==> src/rtl/cn_iter_update_ctrl.sv <==
// Check-node IB-LUT iteration update: streams one iteration's page set from IB-ROM into the CN RAM banks.
// CN_WR_ROM_OREG_EN: ROM output register enabled (BRAM latency 2, write pipeline depth 3).

module cn_bank_latch #(
  parameter int W = 6
) (
  input  logic         write_clk,
  input  logic         rst,
  input  logic         en,
  input  logic [W-1:0] d,
  output logic [W-1:0] q
);
  always_ff @(posedge write_clk or posedge rst) begin
    if (rst)     q <= '0;
    else if (en) q <= d;
  end
endmodule

module cn_iter_update_ctrl #(
  parameter int NUM_BANK     = 2,
  parameter int ROM_RD_BW    = 6,
  parameter int PAGE_NUM     = 32,
  parameter int PAGE_ADDR_BW = 5,
  parameter int ITER_NUM     = 25,
  parameter int ITER_ADDR_BW = 5,
  parameter int ROM_ADDR_BW  = ITER_ADDR_BW + PAGE_ADDR_BW
) (
  input  logic                          write_clk,
  input  logic                          rst,
  input  logic                          iter_rqst,
  input  logic                          iter_termination,
  input  logic [NUM_BANK*ROM_RD_BW-1:0] rom_rd_data,
  output logic                          rom_rd_en,
  output logic [ROM_ADDR_BW-1:0]        rom_rd_addr,
  output logic                          ram_wr_en,
  output logic [PAGE_ADDR_BW-1:0]       ram_wr_addr,
  output logic [NUM_BANK*ROM_RD_BW-1:0] ram_wr_data,
  output logic [ITER_ADDR_BW-1:0]       iter_idx,
  output logic                          last_iter,
  output logic                          busy,
  output logic                          update_done,
  output logic                          update_abort
);
`ifdef CN_WR_ROM_OREG_EN
  localparam int LAT = 2;
`else
  localparam int LAT = 1;
`endif
  // read-to-write depth: BRAM latency plus the data-latch stage
  localparam int P      = LAT + 1;
  localparam int CNT_BW = $clog2(PAGE_NUM + 1);
  localparam int DRN_BW = $clog2(P + 1);

  typedef enum logic [1:0] {IDLE, FETCH, DRAIN, FINISH} state_t;

  state_t                         state, state_nxt;
  logic [CNT_BW-1:0]              page_cnt, page_cnt_nxt;
  logic [DRN_BW-1:0]              drn_cnt, drn_cnt_nxt;
  logic [ITER_ADDR_BW-1:0]        iter_nxt;
  logic [PAGE_ADDR_BW-1:0]        rd_page_nxt;
  logic                           rd_en_nxt, done_nxt, abort_nxt, squash;
  logic [LAT:1]                   vld_pipe;
  logic [LAT:1][PAGE_ADDR_BW-1:0] pg_pipe;

  always_comb begin
    state_nxt    = state;
    page_cnt_nxt = page_cnt;
    drn_cnt_nxt  = drn_cnt;
    iter_nxt     = iter_idx;
    rd_page_nxt  = '0;
    rd_en_nxt    = 1'b0;
    done_nxt     = 1'b0;
    abort_nxt    = 1'b0;
    squash       = 1'b0;
    case (state)
      IDLE: begin
        if (iter_termination) begin
          iter_nxt = '0;
        end else if (iter_rqst) begin
          state_nxt    = FETCH;
          rd_en_nxt    = 1'b1;
          rd_page_nxt  = '0;
          page_cnt_nxt = CNT_BW'(1);
        end
      end
      FETCH: begin
        if (iter_termination) begin
          squash    = 1'b1;
          abort_nxt = 1'b1;
          iter_nxt  = '0;
          state_nxt = FINISH;
        end else if (page_cnt == CNT_BW'(PAGE_NUM)) begin
          state_nxt   = DRAIN;
          drn_cnt_nxt = '0;
        end else begin
          rd_en_nxt    = 1'b1;
          rd_page_nxt  = PAGE_ADDR_BW'(page_cnt);
          page_cnt_nxt = page_cnt + CNT_BW'(1);
        end
      end
      DRAIN: begin
        if (iter_termination) begin
          squash    = 1'b1;
          abort_nxt = 1'b1;
          iter_nxt  = '0;
          state_nxt = FINISH;
        end else if (drn_cnt == DRN_BW'(P - 1)) begin
          done_nxt  = 1'b1;
          state_nxt = FINISH;
        end else begin
          drn_cnt_nxt = drn_cnt + DRN_BW'(1);
        end
      end
      FINISH: begin
        state_nxt = IDLE;
        // a late termination turns a completed update into an abort
        if (iter_termination) begin
          iter_nxt  = '0;
          abort_nxt = update_done;
        end else if (update_done) begin
          iter_nxt = (iter_idx == ITER_ADDR_BW'(ITER_NUM - 1)) ? '0 : iter_idx + ITER_ADDR_BW'(1);
        end
      end
      default: state_nxt = IDLE;
    endcase
  end

  always_ff @(posedge write_clk or posedge rst) begin
    if (rst) begin
      state        <= IDLE;
      page_cnt     <= '0;
      drn_cnt      <= '0;
      iter_idx     <= '0;
      last_iter    <= 1'b0;
      busy         <= 1'b0;
      update_done  <= 1'b0;
      update_abort <= 1'b0;
      rom_rd_en    <= 1'b0;
      rom_rd_addr  <= '0;
    end else begin
      state        <= state_nxt;
      page_cnt     <= page_cnt_nxt;
      drn_cnt      <= drn_cnt_nxt;
      iter_idx     <= iter_nxt;
      last_iter    <= (iter_nxt == ITER_ADDR_BW'(ITER_NUM - 1));
      busy         <= (state_nxt != IDLE);
      update_done  <= done_nxt;
      update_abort <= abort_nxt;
      rom_rd_en    <= rd_en_nxt;
      if (rd_en_nxt) rom_rd_addr <= {iter_idx, rd_page_nxt};
    end
  end

  // write pipeline: valid/page ride alongside the ROM latency
  always_ff @(posedge write_clk or posedge rst) begin
    if (rst) begin
      vld_pipe    <= '0;
      pg_pipe     <= '0;
      ram_wr_en   <= 1'b0;
      ram_wr_addr <= '0;
    end else begin
      vld_pipe[1] <= rom_rd_en & ~squash;
      pg_pipe[1]  <= rom_rd_addr[PAGE_ADDR_BW-1:0];
      for (int i = 2; i <= LAT; i++) begin
        vld_pipe[i] <= vld_pipe[i-1] & ~squash;
        pg_pipe[i]  <= pg_pipe[i-1];
      end
      ram_wr_en <= vld_pipe[LAT] & ~squash;
      if (vld_pipe[LAT]) ram_wr_addr <= pg_pipe[LAT];
    end
  end

  for (genvar k = 0; k < NUM_BANK; k++) begin : g_bank
    cn_bank_latch #(.W(ROM_RD_BW)) u_latch (
      .write_clk (write_clk),
      .rst       (rst),
      .en        (vld_pipe[LAT]),
      .d         (rom_rd_data[k*ROM_RD_BW +: ROM_RD_BW]),
      .q         (ram_wr_data[k*ROM_RD_BW +: ROM_RD_BW])
    );
  end

endmodule
==> config.mk <==
export PLATFORM = sky130hd
export DESIGN_NAME = cn_iter_update_ctrl
export DESIGN_NICKNAME = d
export VERILOG_FILES = /design/src/rtl/cn_iter_update_ctrl.sv
export SDC_FILE = /design/constraint.sdc
export NUM_CORES = 1
export LEC_CHECK = 0
export BUFFER_PORTS_ARGS = -buffer_cell sky130_fd_sc_hd__buf_2
export CORE_MARGIN = 4
export CORE_UTILIZATION = 58
export DETAILED_ROUTE_END_ITERATION = 12
export PLACE_DENSITY = 0.87
export SLEW_MARGIN = 20
export SYNTH_ARGS = -nofsm -noshare
export SYNTH_HDL_FRONTEND = slang
export SYNTH_HIERARCHICAL = 1
export SYNTH_SLANG_ARGS = --single-unit
==> constraint.sdc <==
create_clock -name write_clk -period 3.8 [get_ports write_clk]
set_clock_uncertainty 0.15 [all_clocks]
set_input_delay 1.14 -clock write_clk [delete_from_list [all_inputs] [get_ports write_clk]]
set_output_delay 1.14 -clock write_clk [all_outputs]
set_load 0.1 [all_outputs]
==> metrics.csv <==
stage;metric;value;unit
outcome;outcome;completed;
routing;postRouteWirelength;4789;µm
synth;synth_cells;194;
clock_tree;ctsHoldBuffers;0;
placement;io_buffers;53;
synth;synth_seq_cells;54;
critical_path;rr_worst_depth;6;
clock_tree;cts_buffer_depth;2;
clock_tree;cts_tree;built;
critical_path;regToRegEndpoint;rom_rd_addr[5];
synth;synth_edf_count;0;
die;io_pins;54;
synth;yosys_warnings;6;
clock_tree;cts-htree-levels;2;
timing;hold_violations;0;
final_layout;diodes;0;
clock_tree;cts.sinks;54;
critical_path;critPathMaxFanout;9;
die;dieArea;0.005379;mm²
routing;drt-initial-drc-count;50;
clock_tree;root_buffer;clkbuf_8;
placement;gp_congestion;0.7987;
routing;avgRoutedWirePerCell;15.96;µm
routing;dr.pass1.iters;5;
grt;grt_start_max_net_pins;43;
timing;relSlewSlack;39.20;%
synth;ys_types;46;
synth;synth_top_flop_cell;dfrtp_1;
grt;grt_pass1_vias;1608;
synth;avgSynthCellArea;12.76;µm²
die;initial_core_util;61.02;%
routing;drcViolationCount;0;
critical_path;cpMaxStageDelayCell;dfrtp_1;
die;die_w;73.34;µm
critical_path;crit_chain;buf_2;
critical_path;slowest_delay;0.50;ns
critical_path;r2r_setup_slack;1.42;ns
grt;antenna_found_initial;0;
critical_path;critPathArrivalTime;1.28;ns
synth;yosysSeqAreaShare;54.57;%
clock_tree;clkLatencyLatePin;0.30;ns
final_layout;layout.nets;274;
final_layout;area.growth.synth_to_final;16.37;%
critical_path;crit_start;iter_idx[2];
critical_path;path_class;flop to primary output;
critical_path;critPathBufInv;1;
placement;dp_worst_setup_slack;1.131;ns
die;rows;23;
die;core;0.004058;mm²
routing;dr_total_vias;1696;
routing;antenna_left;0;
timing;period_minus_slack;2.567;ns
final_layout;design_area;0.002882;mm²
placement;numPlacedInstances;292;
critical_path;critical_path_required;2.51;ns
timing;fin_crit_sh;67.57;%
timing;rsz0062_at_grt;false;
synth;ys_async_sr_fraction;100.0;%
timing;worst_slack;1.233;ns
placement;hpwlAfterDp;3582;µm
final_layout;drive_above_1_share;36.40;%
clock_tree;clk_pin_slew_worst_paths;0.10;ns
clock_tree;cts-buffers-inserted;5;
placement;place_area;0.002765;mm²
critical_path;cp.depth;1;
critical_path;r2r_start;state[1];
timing;finalMaxSlewViolations;0;
min_path;hp-class;flop to flop;
timing;max_slew.worst_pin.slew;0.9120;ns
timing;setup_tns;0;ns
run;cap_violations;0;
synth;synthesis.area;0.002476;mm²
timing;final-setup-viol-count;0;
timing;max_freq;389.5;MHz
critical_path;critPathLaunchType;flop;
critical_path;cpLargestDelayFamily;flip-flops;
critical_path;cp-endpoint;iter_idx[2];
final_layout;final_cells;300;
die;die_y;73.34;µm
clock_tree;post_cts_buffers;0;
grt;grt_pass1_wl;7893;µm
clock_tree;cts_resized;0;
synth;synth_nets;219;
routing;avgViaCountPerCell;5.653;
grt;grt_usage;19.06;%
grt;gr-total-overflow;0;
critical_path;worstSetupEndpointType;primary output;
-- placed cells by master (no fill, tap or decap), types with 2 or more instances in the layout --
cell type	Yosys	layout
nand3_1	6	6
nor2_1	2	2
a31oi_1	2	2
a22o_1	2	2
a21o_1	2	2
nand4_1	2	2
o22ai_1	2	2
buf_2	1	53
nor2b_1	2	2
dfrtp_1	54	54
o21ai_0	6	6
ha_1	9	9
and2_1	2	2
nand2_1	14	14
a21boi_0	3	3
o31ai_1	2	2
inv_1	13	13
clkbuf_8	0	5
mux2i_1	2	2
mux2_2	6	6
or3_1	4	4
nand2b_1	4	4
mux2_4	17	17
a21oi_1	11	11
-- state kept, by name (all words and copies together), names as in the netlist --
| signal | flops |
|---|---|
| g_bank.u_latch/q | 12 |
| page_cnt | 6 |
| update_done | 1 |
| rom_rd_en | 1 |
| rom_rd_addr | 10 |
| vld_pipe | 1 |
| ram_wr_en | 1 |
| update_abort | 1 |
| state | 2 |
| drn_cnt | 2 |
| pg_pipe | 5 |
| last_iter | 1 |
| ram_wr_addr | 5 |
| iter_idx | 5 |
| busy | 1 |
-- through the flow --
stage	utilization, %	hold WS (ns)
after global routing	71.01	0.2788
after global placement	68.15	0.2395
final	71.01	0.2645
after detailed placement	68.15	0.2428
after CTS	71.01	0.2664
after floorplan	-	0.3042
-- synth_stat cells, types with 2 or more instances --
library cell	n	area, µm²
a21o_1	2	15.01
a22o_1	2	17.52
buf_6	3	33.78
mux2_4	17	255.2
o31ai_1	2	15.01
inv_1	13	48.80
nand4_1	2	12.51
a31oi_1	2	12.51
nor2b_1	2	12.51
nand3_1	6	30.03
ha_1	9	112.6
nand2_1	14	52.55
a21boi_0	3	22.52
nor2_1	2	7.510
mux2i_1	2	20.02
and2_1	2	12.51
o21ai_0	6	30.03
o22ai_1	2	12.51
or3_1	4	25.02
a21oi_1	11	55.05
nand2b_1	4	25.02
dfrtp_1	54	1351
mux2_2	6	67.56
clkbuf_1	2	7.510
-- worst min-delay path by stage --
stage                              start        endpoint  slack (ns)  depth (start not counted)
after global routing      rom_rd_addr[1]      pg_pipe[1]        0.28                          0
after detailed placement  rom_rd_addr[1]      pg_pipe[1]        0.24                          0
after global placement    rom_rd_addr[1]      pg_pipe[1]        0.24                          0
after CTS                 rom_rd_addr[1]      pg_pipe[1]        0.27                          0
final                     rom_rd_addr[1]      pg_pipe[1]        0.26                          0
after floorplan               pg_pipe[0]  ram_wr_addr[0]        0.30                          1
-- routing by layer --
metal,up-vias,part of all wire [%],global-route usage (%)
li1,804,-,-
met1,837,42,23.65
met2,49,50,33.47
met3,6,7.0,4.514
met4,0,0.98,4.829
met5,-,0,0
-- cell type report --
cell class / instances / area [µm²]
fillers: 289 / 1176
multi-input cells: 120 / 1023
clock buffers: 5 / 68.82
well taps: 50 / 62.56
flip-flops and latches: 54 / 1351
clock inverters: 3 / 47.55
inverters: 14 / 55.05
repair buffers: 54 / 272.8
-- cells by family after synthesis --
group	synth area share, %
buffers and inverters	4.093
multiplexers	13.85
adder cells (fa/ha/maj)	4.548
AND/OR/NAND/NOR	11.02
flip-flops	54.57
AO/OA/AOI/OAI	11.93
Power is not shown: default switching activity piles up to over one toggle a cycle in this logic, so the estimate is an artifact.
